===== src/rtl/caesar_clk_gate_ctrl.sv =====
// Automatic clock-gate controller for Caesar: gates after programmable idle time, wakes on demand.
// Optional gated-cycle statistics counter enabled by defining CAESAR_CG_STATS_EN.
module caesar_clk_gate_ctrl #(
    parameter int unsigned IDLE_CNT_W  = 8,
    parameter int unsigned WAKE_CYCLES = 2
) (
    input  logic                  clk_i,
    input  logic                  rst_i,
    input  logic                  enable_i,
    input  logic [IDLE_CNT_W-1:0] idle_thr_i,
    input  logic                  busy_i,
    input  logic                  req_i,
`ifdef CAESAR_CG_STATS_EN
    input  logic                  stats_clr_i,
    output logic [31:0]           gated_cycles_o,
`endif
    output logic                  req_ready_o,
    output logic                  clk_en_o,
    output logic                  gated_o
);

    localparam int unsigned WakeMax = (WAKE_CYCLES == 0) ? 1 : WAKE_CYCLES;
    localparam int unsigned WakeW   = $clog2(WakeMax + 1);
    localparam logic [WakeW:0] WakeLast = (WakeW + 1)'(WakeMax);

    typedef enum logic [1:0] {
        StRun,
        StIdle,
        StGated,
        StWake
    } state_e;

    state_e                r_state;
    state_e                w_state_d;
    logic [IDLE_CNT_W-1:0] r_idle_cnt;
    logic [IDLE_CNT_W-1:0] w_idle_cnt_d;
    logic [WakeW-1:0]      r_wake_cnt;
    logic [WakeW-1:0]      w_wake_cnt_d;
    logic                  r_clk_en;

    logic [IDLE_CNT_W:0]   w_idle_inc;
    logic [IDLE_CNT_W-1:0] w_thr_eff;
    logic [WakeW:0]        w_wake_inc;
    logic                  w_wake_evt;

    // One extra bit so the compare cannot overflow at the maximum threshold.
    assign w_idle_inc = {1'b0, r_idle_cnt} + (IDLE_CNT_W + 1)'(1);
    assign w_thr_eff  = (idle_thr_i == '0) ? IDLE_CNT_W'(1) : idle_thr_i;
    assign w_wake_inc = {1'b0, r_wake_cnt} + (WakeW + 1)'(1);
    assign w_wake_evt = busy_i || req_i || !enable_i;

    always_comb begin
        w_state_d    = r_state;
        w_idle_cnt_d = r_idle_cnt;
        w_wake_cnt_d = r_wake_cnt;
        unique case (r_state)
            StRun: begin
                if (!w_wake_evt) begin
                    w_state_d    = StIdle;
                    w_idle_cnt_d = '0;
                end
            end
            StIdle: begin
                // Activity wins over gating so a last-cycle request keeps the clock on.
                if (w_wake_evt) begin
                    w_state_d    = StRun;
                    w_idle_cnt_d = '0;
                end else if (w_idle_inc >= {1'b0, w_thr_eff}) begin
                    w_state_d    = StGated;
                    w_idle_cnt_d = '0;
                end else begin
                    w_idle_cnt_d = w_idle_inc[IDLE_CNT_W-1:0];
                end
            end
            StGated: begin
                if (w_wake_evt) begin
                    w_state_d    = StWake;
                    w_wake_cnt_d = '0;
                end
            end
            StWake: begin
                if (w_wake_inc >= WakeLast) begin
                    w_state_d    = StRun;
                    w_wake_cnt_d = '0;
                end else begin
                    w_wake_cnt_d = w_wake_inc[WakeW-1:0];
                end
            end
            default: begin
                w_state_d = StRun;
            end
        endcase
    end

    always_ff @(posedge clk_i) begin
        if (rst_i) begin
            r_state    <= StRun;
            r_idle_cnt <= '0;
            r_wake_cnt <= '0;
            r_clk_en   <= 1'b1;
        end else begin
            r_state    <= w_state_d;
            r_idle_cnt <= w_idle_cnt_d;
            r_wake_cnt <= w_wake_cnt_d;
            r_clk_en   <= (w_state_d != StGated);
        end
    end

    assign req_ready_o = (r_state == StRun) || (r_state == StIdle);
    assign gated_o     = (r_state == StGated);
    assign clk_en_o    = r_clk_en;

`ifdef CAESAR_CG_STATS_EN
    logic [31:0] r_gated_cycles;

    always_ff @(posedge clk_i) begin
        if (rst_i || stats_clr_i) begin
            r_gated_cycles <= '0;
        end else if ((r_state == StGated) && (r_gated_cycles != 32'hFFFF_FFFF)) begin
            r_gated_cycles <= r_gated_cycles + 32'd1;
        end
    end

    assign gated_cycles_o = r_gated_cycles;
`endif

endmodule

===== config.mk =====
export PLATFORM = sky130hd
export DESIGN_NAME = caesar_clk_gate_ctrl
export DESIGN_NICKNAME = d
export VERILOG_FILES = /design/src/rtl/caesar_clk_gate_ctrl.sv
export SDC_FILE = /design/constraint.sdc
export NUM_CORES = 1
export LEC_CHECK = 0
export ABC_AREA = 0
export BUFFER_PORTS_ARGS = -buffer_cell sky130_fd_sc_hd__buf_2
export CORE_ASPECT_RATIO = 0.8
export CORE_MARGIN = 8
export CORE_UTILIZATION = 54
export DETAILED_ROUTE_END_ITERATION = 8
export PLACE_DENSITY = 0.83
export SYNTH_ARGS = -nofsm -noshare
export SYNTH_HDL_FRONTEND = slang
export SYNTH_SLANG_ARGS = --single-unit

===== constraint.sdc =====
create_clock -name clk_i -period 3 [get_ports clk_i]
set_input_delay 0.45 -clock clk_i [delete_from_list [all_inputs] [get_ports clk_i]]
set_output_delay 0.45 -clock clk_i [all_outputs]
set_load 0.02 [all_outputs]

# Word level (Yosys, flattened, before mapping)
# Index checks and enable logic that the tools add are counted.
# word_totals
out_inout_bits	3
input_bits	13
regBits	13
# op_classes
reduce_logical	10
n_addsub	2
n_mux	14
n_eq_ne	6
n_lt_le_gt_ge	2
# ops
op	n
$mux W8	4
$pmux W8 S2	1
$mux W2	7
$add A8 B1 Y9 const B	1
$ge A9 B8 Y1	1
$logic_not A8 Y1	1
$pmux W2 S4	1
$eq A2 B2 Y1 const B	2
$ne A2 B2 Y1 const B	2
$pmux W2 S2	1
$reduce_and A2 Y1	2
$reduce_bool A2 Y1	2
$add A2 B1 Y3 const B	1
$ge A3 B2 Y1 const B	1
$logic_or A1 B1 Y1	3
$eq A2 B1 Y1 const B	1
$logic_not A2 Y1	1
$ne A2 B1 Y1 const B	1
$logic_not A1 Y1	1

# Logic depth before layout (Yosys ltp)
# Gate-level depths: netlist (run 1).
# logic_depth
word_depth	7
depth_mapped	11

# Worst setup path after synthesis (run 1)
# No wires, ideal clock.
# synth_path
path_kind	register -> register
from	register r_idle_cnt[0]
to	register r_state[0]
n_path_buf	1
arrival_ps	2188
synth_period_minus_slack_ps	2279
setup_ps	91
path_slack_ps	721
path_stages_with_launch	12
cell_sequence	dfxtp_1 ha_1 nand3_1 nor2_1 xor2_1 ha_1 a21oi_1 o22ai_1 a21oi_1 buf_2 nand2_1 a311oi_1
# synth_between
elab_chain_len	5
# synth_rtl
item	line	text
from (decl)	35	logic [IDLE_CNT_W-1:0] r_idle_cnt;
from (signal assigned)	103	r_idle_cnt <= w_idle_cnt_d;
$add A8 B1 Y9	47	assign w_idle_inc = {1'b0, r_idle_cnt} + (IDLE_CNT_W + 1)'(1);
$ge A9 B8 Y1	68	end else if (w_idle_inc >= {1'b0, w_thr_eff}) begin
$mux W2	68	
$mux W2	65	if (w_wake_evt) begin
$pmux W2 S4	56	unique case (r_state)
to (signal assigned)	97	r_state <= StRun;
to (signal assigned)	102	r_state <= w_state_d;
to (decl)	33	state_e r_state;
# Every way passes these cells.
# A chain may end at the register's enable or synchronous reset.

# Final worst setup path (run 1)
# layout_path
from	register r_idle_cnt[0]
to	register r_idle_cnt[2]
# layout_between
elab_chain_len	5
# layout_rtl
item	line
$add A8 B1 Y9 *	47
$ge A9 B8 Y1	68
$mux W8 *	68
$mux W8 *	65
$pmux W8 S2 *	56
# Mark *: on every way between the ends. The rest lies on a longest branch, timed or not.

==> summary.md, run 1 <==
| Metric | Value |
|---|---|
| Final Wtd Congestion | `0.926` |
| Unrepaired setup endpoints after global routing | `no` |
| Hold_ws | `0.376 ns` |
| Post-CTS Hold Buffers | `0` |
| Worst-Margin Slew | `0.452 ns` |
| Status | `completed` |
| # nets final | `149` |
| Syn nets | `131` |
| Peak VDD IR | `189 uV` |
| Starting Density | `56.8%` |
| DR vias | `841` |
| Die X | `61.8 um` |
| Largest net degree at the start of global routing | `10` |
| CTS Buf Count | `3` |
| Worst-path clk slew | `0.09 ns` |
| Pwr Density | `307 nW/um^2` |
| Setup WS post-layout | `0.414 ns` |
| Slowest-stage cell, CP | `dfxtp_1` |
| Met1 usage | `17.5%` |
| Critical path cell sequence | `ha_1 -> nand3_1 -> nor2_1 -> xor2_1 -> ha_1 -> a21oi_1 -> o22ai_1 -> a21oi_1 -> buf_4 -> a31oi_1 -> mux2i_1` |
| Setup crit start kind | `flip-flop` |
| Synthesized cell area | `906 um^2` |
| Leakage | `0.454 nW` |
| Post-synth top flop | `dfxtp_1` |
| Clock Latency Late Sink | `0.29 ns` |
| Max-slew violations | `0` |
| PortBufs | `15` |
| Fin area | `1030 um^2` |
| Drt drc | `0` |
| Synth Area per Inst | `8.39 um^2` |
| Max_cap viols | `0` |
| Reg-to-reg startpoint | `r_idle_cnt[0]` |
| Post-CTS resize count | `0` |
| Dpl cell area | `1000 um^2` |
| Post-synthesis cell type count | `34` |
| Final setup violation count | `0` |
| Critical path's top delay family | `compound AO/OA/AOI/OAI gates` |
| Die area | `3250 um^2` |
| Layout area overhead | `13.5%` |
| Setup TNS | `0 ns` |
| Asr flop ratio synth | `0%` |
| Fmax | `387 MHz` |
| Final ANT Viol Nets | `0` |
| CP endpoint kind | `flip-flop` |
| Most Crowded Layer GR | `met2` |
| Area of the core | `1590 um^2` |
| All-Layer GR Usage | `15.1%` |
| Clock skew | `0.0103 ns` |
| Global-route wire length before repair | `3700 um` |
| Worst Path Max Fanout | `7` |
| Htree depth | `1` |
| Register area share after synthesis | `28.7%` |
| Clk buf depth | `2` |
| Initial antenna violation count | `0` |
| DRT iter0 DRCs | `37` |
| Commonest non-fill, non-tap cells in the layout | `15 x inv_1, 15 x buf_2, 13 x dfxtp_1` |
| Vias in the first global route | `854` |
| Clk sinks | `13` |
| Buffers plus inverters on the worst setup path | `1` |
| Drt total wl | `2070 um` |
| Max-slew headroom at the worst pin | `69.8%` |
| Yosys Warn Count | `0` |
| Synth Register Bits | `13` |
| Syn Inst Count | `108` |
| Met2 usage | `24.6%` |
| Post-place setup slack | `0.432 ns` |
| Hold Path Class | `in -> reg` |
| WL per Instance | `14.0 um` |
| Slowest stage delay, CP | `0.41 ns` |
| Die Y | `52.6 um` |
| Worst Path Required | `3.21 ns` |
| Drt via density | `5.72` |
| Number of cell rows | `13` |
| Root buf cell | `clkbuf_4` |
| Final hold violations | `0` |
| CTS tree | `done` |
| Setup Buffers After CTS | `0` |
| Number of synthesized flops with an enable pin | `0` |
| Ports placed on the boundary | `16` |
| Hold wc startpoint | `rst_i` |
| WS Path Type | `reg -> reg` |
| DRT Pass-1 Iters | `4` |
| Tmin final | `2.59 ns` |
| Crit share post-route | `86.2%` |
| Worst Setup SP | `r_idle_cnt[0]` |
| Ant. Diodes | `0` |
| Share of cells above drive strength 1 | `20.0%` |
| Total gr overflow | `0` |
| Met3 Use GR | `5.64%` |
| DP Wirelength | `1710 um` |
| CP Data Arrival Time | `2.80 ns` |
cell usage after synthesis (2+ instances only):
library cell  instances  area, um^2
dfxtp_1              13         260
a31oi_1               2        12.5
inv_1                15        56.3
nand3_1               7        35.0
xor2_1                3        26.3
a21oi_1               7        35.0
ha_1                 10         125
xnor2_1               3        26.3
o22ai_1               2        12.5
a32o_1                5        50.1
nor2_1                7        26.3
nand2_1              12        45.0
per-layer routing:
metal | routed length [um] | vias to the layer above | share of wire, %
met3 | 131 | 5 | 6.3
met4 | 32 | 0 | 1.5
li1 | - | 419 | -
met2 | 1000 | 20 | 48
met1 | 900 | 397 | 44
met5 | 0 | - | 0
state kept, by name, indices dropped and copies added, names as in the netlist:
name / flops
r_state: 2
clk_en_o: 1
r_wake_cnt: 2
r_idle_cnt: 8
path summary, 6_finish.rpt:
path	endpoint	slack (ns)	cells after the start
min reg2reg	r_wake_cnt[1]	0.45	2
min	r_state[0]	0.38	2
max	r_idle_cnt[2]	0.41	11
max reg2reg	r_idle_cnt[2]	0.41	11
where the power goes:
part | switching [mW] | total [mW] | internal, mW | leakage [nW]
clock | 0.0606 | 0.112 | 0.0517 | 0.0150
combinational | 0.0164 | 0.0296 | 0.0132 | 0.334
sequential | 0.00108 | 0.174 | 0.173 | 0.105
total | 0.0781 | 0.316 | 0.238 | 0.454
worst register-to-register path, cell delays in order (launching register included):
cell	delay, ns
dfxtp_1	0.41
ha_1	0.26
nand3_1	0.21
nor2_1	0.18
xor2_1	0.21
ha_1	0.27
a21oi_1	0.15
o22ai_1	0.10
a21oi_1	0.30
buf_4	0.23
a31oi_1	0.09
mux2i_1	0.14
cells by family (layout without fill, tap and decap cells):
family / Yosys count / after routing / share of synthesized area [%]
AOI/OAI and AO/OA: 26 / 26 / 22.7
xor gates and xnor gates: 6 / 6 / 5.80
adders and majority gates: 10 / 10 / 13.8
buffers and inverters: 18 / 35 / 7.73
DFF: 13 / 13 / 28.7
muxes: 1 / 1 / 1.11
and+or+nand+nor: 34 / 34 / 20.2
metrics by stage:
stage	cells	utilization (%)	total power, mW
after floorplan	108	-	0.194
after global placement	143	62.9	0.205
after detailed placement	143	62.9	0.207
after CTS	147	64.5	0.320
after global routing	147	64.5	0.330
final	147	64.5	0.316
layout make-up:
class | count | area [um^2]
Fill cell | 145 | 566
Inverter | 15 | 56.3
Timing Repair Buffer | 16 | 82.6
Sequential cell | 13 | 260
Clock buffer | 4 | 26.3
Multi-Input combinational cell | 77 | 576
Tap cell | 22 | 27.5
(Power assumes the default switching activity.)
==> run 2, diff against run 1 <==
Settings changed: CTS_BUF_LIST set to sky130_fd_sc_hd__clkbuf_8 sky130_fd_sc_hd__clkbuf_16.
Clock period 3 ns to 2.5 ns, I/O delays scaled along.
==> run 2 against run 1 <==
Effect of this change: clock power increased by 60%; final cell count is 2.0% higher; critical path depth unchanged; maximum frequency is 11% higher; global-route usage decreased by 1.7 points; final area increased by 4.4%; sequential share of layout area decreased by 0.95 points; non-clock buffer count grew 3; count of clock-buffer cells in the layout decreased by 1; core utilization rose by 2.8 points; first-iteration DRC count shrank 19%; sequential cell count is the same; critical path type unchanged; largest cell class unchanged.
==> summary.md, run 2 (synthesized netlist as in run 1, its figures left out) <==
| Metric | Value |
|---|---|
| Status | `completed` |
| # nets final | `152 (+2.0%)` |
| Global-route wire length before repair | `3260 um (-12%)` |
| Dpl cell area | `1020 um^2 (+1.5%)` |
| Fmax | `431 MHz (+11%)` |
| Setup crit start kind | `flip-flop` |
| Setup WS post-layout | `0.178 ns (-0.236 ns)` |
| DRT Pass-1 Iters | `4 (unchanged)` |
| Htree depth | `1 (unchanged)` |
| Post-Place Cells | `145 (+1.4%)` |
| Fin area | `1070 um^2 (+4.4%)` |
| Ant. Diodes | `0 (unchanged)` |
| Final setup violation count | `0 (unchanged)` |
| Final hold violations | `0 (unchanged)` |
| DR vias | `817 (-2.9%)` |
| Clock skew | `0.00745 ns (-0.00284 ns)` |
| Leakage | `0.477 nW (+5.1%)` |
| Worst-Margin Slew | `0.431 ns (-0.0206 ns)` |
| Hold Path Class | `in -> reg` |
| CTS tree | `done` |
| Final Wtd Congestion | `0.851 (-8.1%)` |
| Die Y | `52.6 um (unchanged)` |
| Clk buf depth | `2 (unchanged)` |
| End of the critical path | `r_state[1]` |
| All-Layer GR Usage | `13.4% (-1.7 points)` |
| Root buf cell | `clkbuf_8` |
| Largest registers | `r_idle_cnt: 8 flops, r_state: 2 flops, r_wake_cnt: 2 flops` |
| Ports placed on the boundary | `16 (unchanged)` |
| Crit share post-route | `92.9% (+6.7 points)` |
| Worst-path clk slew | `0.05 ns (-0.04 ns)` |
| PortBufs | `15 (unchanged)` |
| Commonest non-fill, non-tap cell in the layout | `inv_1` |
| Area of the core | `1590 um^2 (unchanged)` |
| WS Path Type | `reg -> reg` |
| Finished Layout Cells | `150 (+2.0%)` |
| Final ANT Viol Nets | `0 (unchanged)` |
| Largest net degree at the start of global routing | `12 (+2)` |
| Drt drc | `0 (unchanged)` |
| Most flop-heavy register | `r_idle_cnt` |
| Flop2flop setup slack | `0.18 ns (-0.24 ns)` |
| Clk sinks | `13 (unchanged)` |
| Starting Density | `56.8% (unchanged)` |
| Worst Path Required | `2.64 ns (-0.57 ns)` |
| Setup TNS | `0 ns (unchanged)` |
| CP Data Arrival Time | `2.46 ns (-0.34 ns)` |
| Max FFs per register | `8 (unchanged)` |
| CP endpoint kind | `flip-flop` |
| WL per Instance | `12.5 um (-11%)` |
| Max_cap viols | `0 (unchanged)` |
| Commonest non-fill, non-tap cells in the layout | `16 x inv_1, 15 x buf_2, 12 x nand2_1, 12 x dfxtp_1, 9 x ha_1` |
| DP Wirelength | `1550 um (-9.3%)` |
| Max-slew headroom at the worst pin | `71.2% (+1.4 points)` |
| Die X | `61.8 um (unchanged)` |
| Final total power | `422 uW (+34%)` |
| Max-slew violations | `0 (unchanged)` |
| Drt total wl | `1870 um (-9.4%)` |
| Drt via density | `5.45 (-4.8%)` |
| Worst Path Max Fanout | `10 (+3)` |
| Post-place setup slack | `0.0957 ns (-0.337 ns)` |
| Hold_ws | `0.342 ns (-0.0341 ns)` |
| Layout area overhead | `18.5%` |
| Vias in the first global route | `761 (-11%)` |
| CTS Buf Count | `3 (unchanged)` |
| Unrepaired setup endpoints after global routing | `no` |
| Initial antenna violation count | `0 (unchanged)` |
| Number of cell rows | `13 (unchanged)` |
| Total gr overflow | `0 (unchanged)` |
| Reg2Reg Depth | `11 (unchanged)` |
| Die area | `3250 um^2 (unchanged)` |
| Peak VDD IR | `349 uV (+85%)` |
| Tmin final | `2.32 ns (-0.264 ns)` |
| Worst r2r dst | `r_state[1]` |
| Share of cells above drive strength 1 | `23.4% (+3.4 points)` |
| DRT iter0 DRCs | `30 (-19%)` |
| Util after Layout | `67.3% (+2.8 points)` |
| Clock Latency Late Sink | `0.24 ns (-0.05 ns)` |
| Pwr Density | `393 nW/um^2 (+28%)` |
| Reg-to-reg startpoint | `r_idle_cnt[1]` |
| Worst Setup SP | `r_idle_cnt[1]` |
run 2: worst min path at each step:
stage                        from            end  slack (ns)  cells after the start
floorplan           r_wake_cnt[1]  r_wake_cnt[1]        0.43                      2
detailed placement  r_wake_cnt[1]  r_wake_cnt[1]        0.45                      2
CTS                         rst_i     r_state[0]        0.33                      2
global route                rst_i     r_state[0]        0.34                      2
global placement    r_wake_cnt[1]  r_wake_cnt[1]        0.44                      2
finish                      rst_i     r_state[0]        0.34                      2
run 2: critical path: stages (launching register included):
cell,delay (ns)
dfxtp_1,0.37
ha_2,0.23
nand3_1,0.11
nor2_1,0.15
xor2_1,0.23
ha_1,0.28
a21oi_1,0.13
o22ai_1,0.09
a21oi_1,0.13
buf_4,0.19
a21oi_1,0.10
a31o_2,0.22
run 2: what timing repair did:
item	in CTS	in global routing
endpoints found under the setup margin	0	6
hold buffers	0	0
resized for setup	0	2
buffers inserted	0	1
run 2: final cells by class:
type                       count  area, um^2
clock buffer                   3        41.3
clock inverter                 1        3.75
fill                         149         520
inverter                      15        56.3
multi-input combinational     77         578
sequential                    13         262
tap                           22        27.5
timing repair buffer          19         105
run 2: routing by layer:
| metal | track usage [%] | part of all wire [%] | up-vias | wire, um |
|---|---|---|---|---|
| met3 | 5.15 | 4.3 | 4 | 81 |
| met5 | 0 | 0 | - | 0 |
| met2 | 21.3 | 47 | 9 | 881 |
| li1 | - | - | 425 | - |
| met4 | 3.40 | 1.0 | 0 | 19 |
| met1 | 16.4 | 47 | 379 | 887 |
run 2: power breakdown:
| group | switching (mW) | internal [mW] |
|---|---|---|
| logic | 0.0186 | 0.0159 |
| clock network | 0.0704 | 0.108 |
| registers | 0.00126 | 0.208 |
| total | 0.0903 | 0.332 |
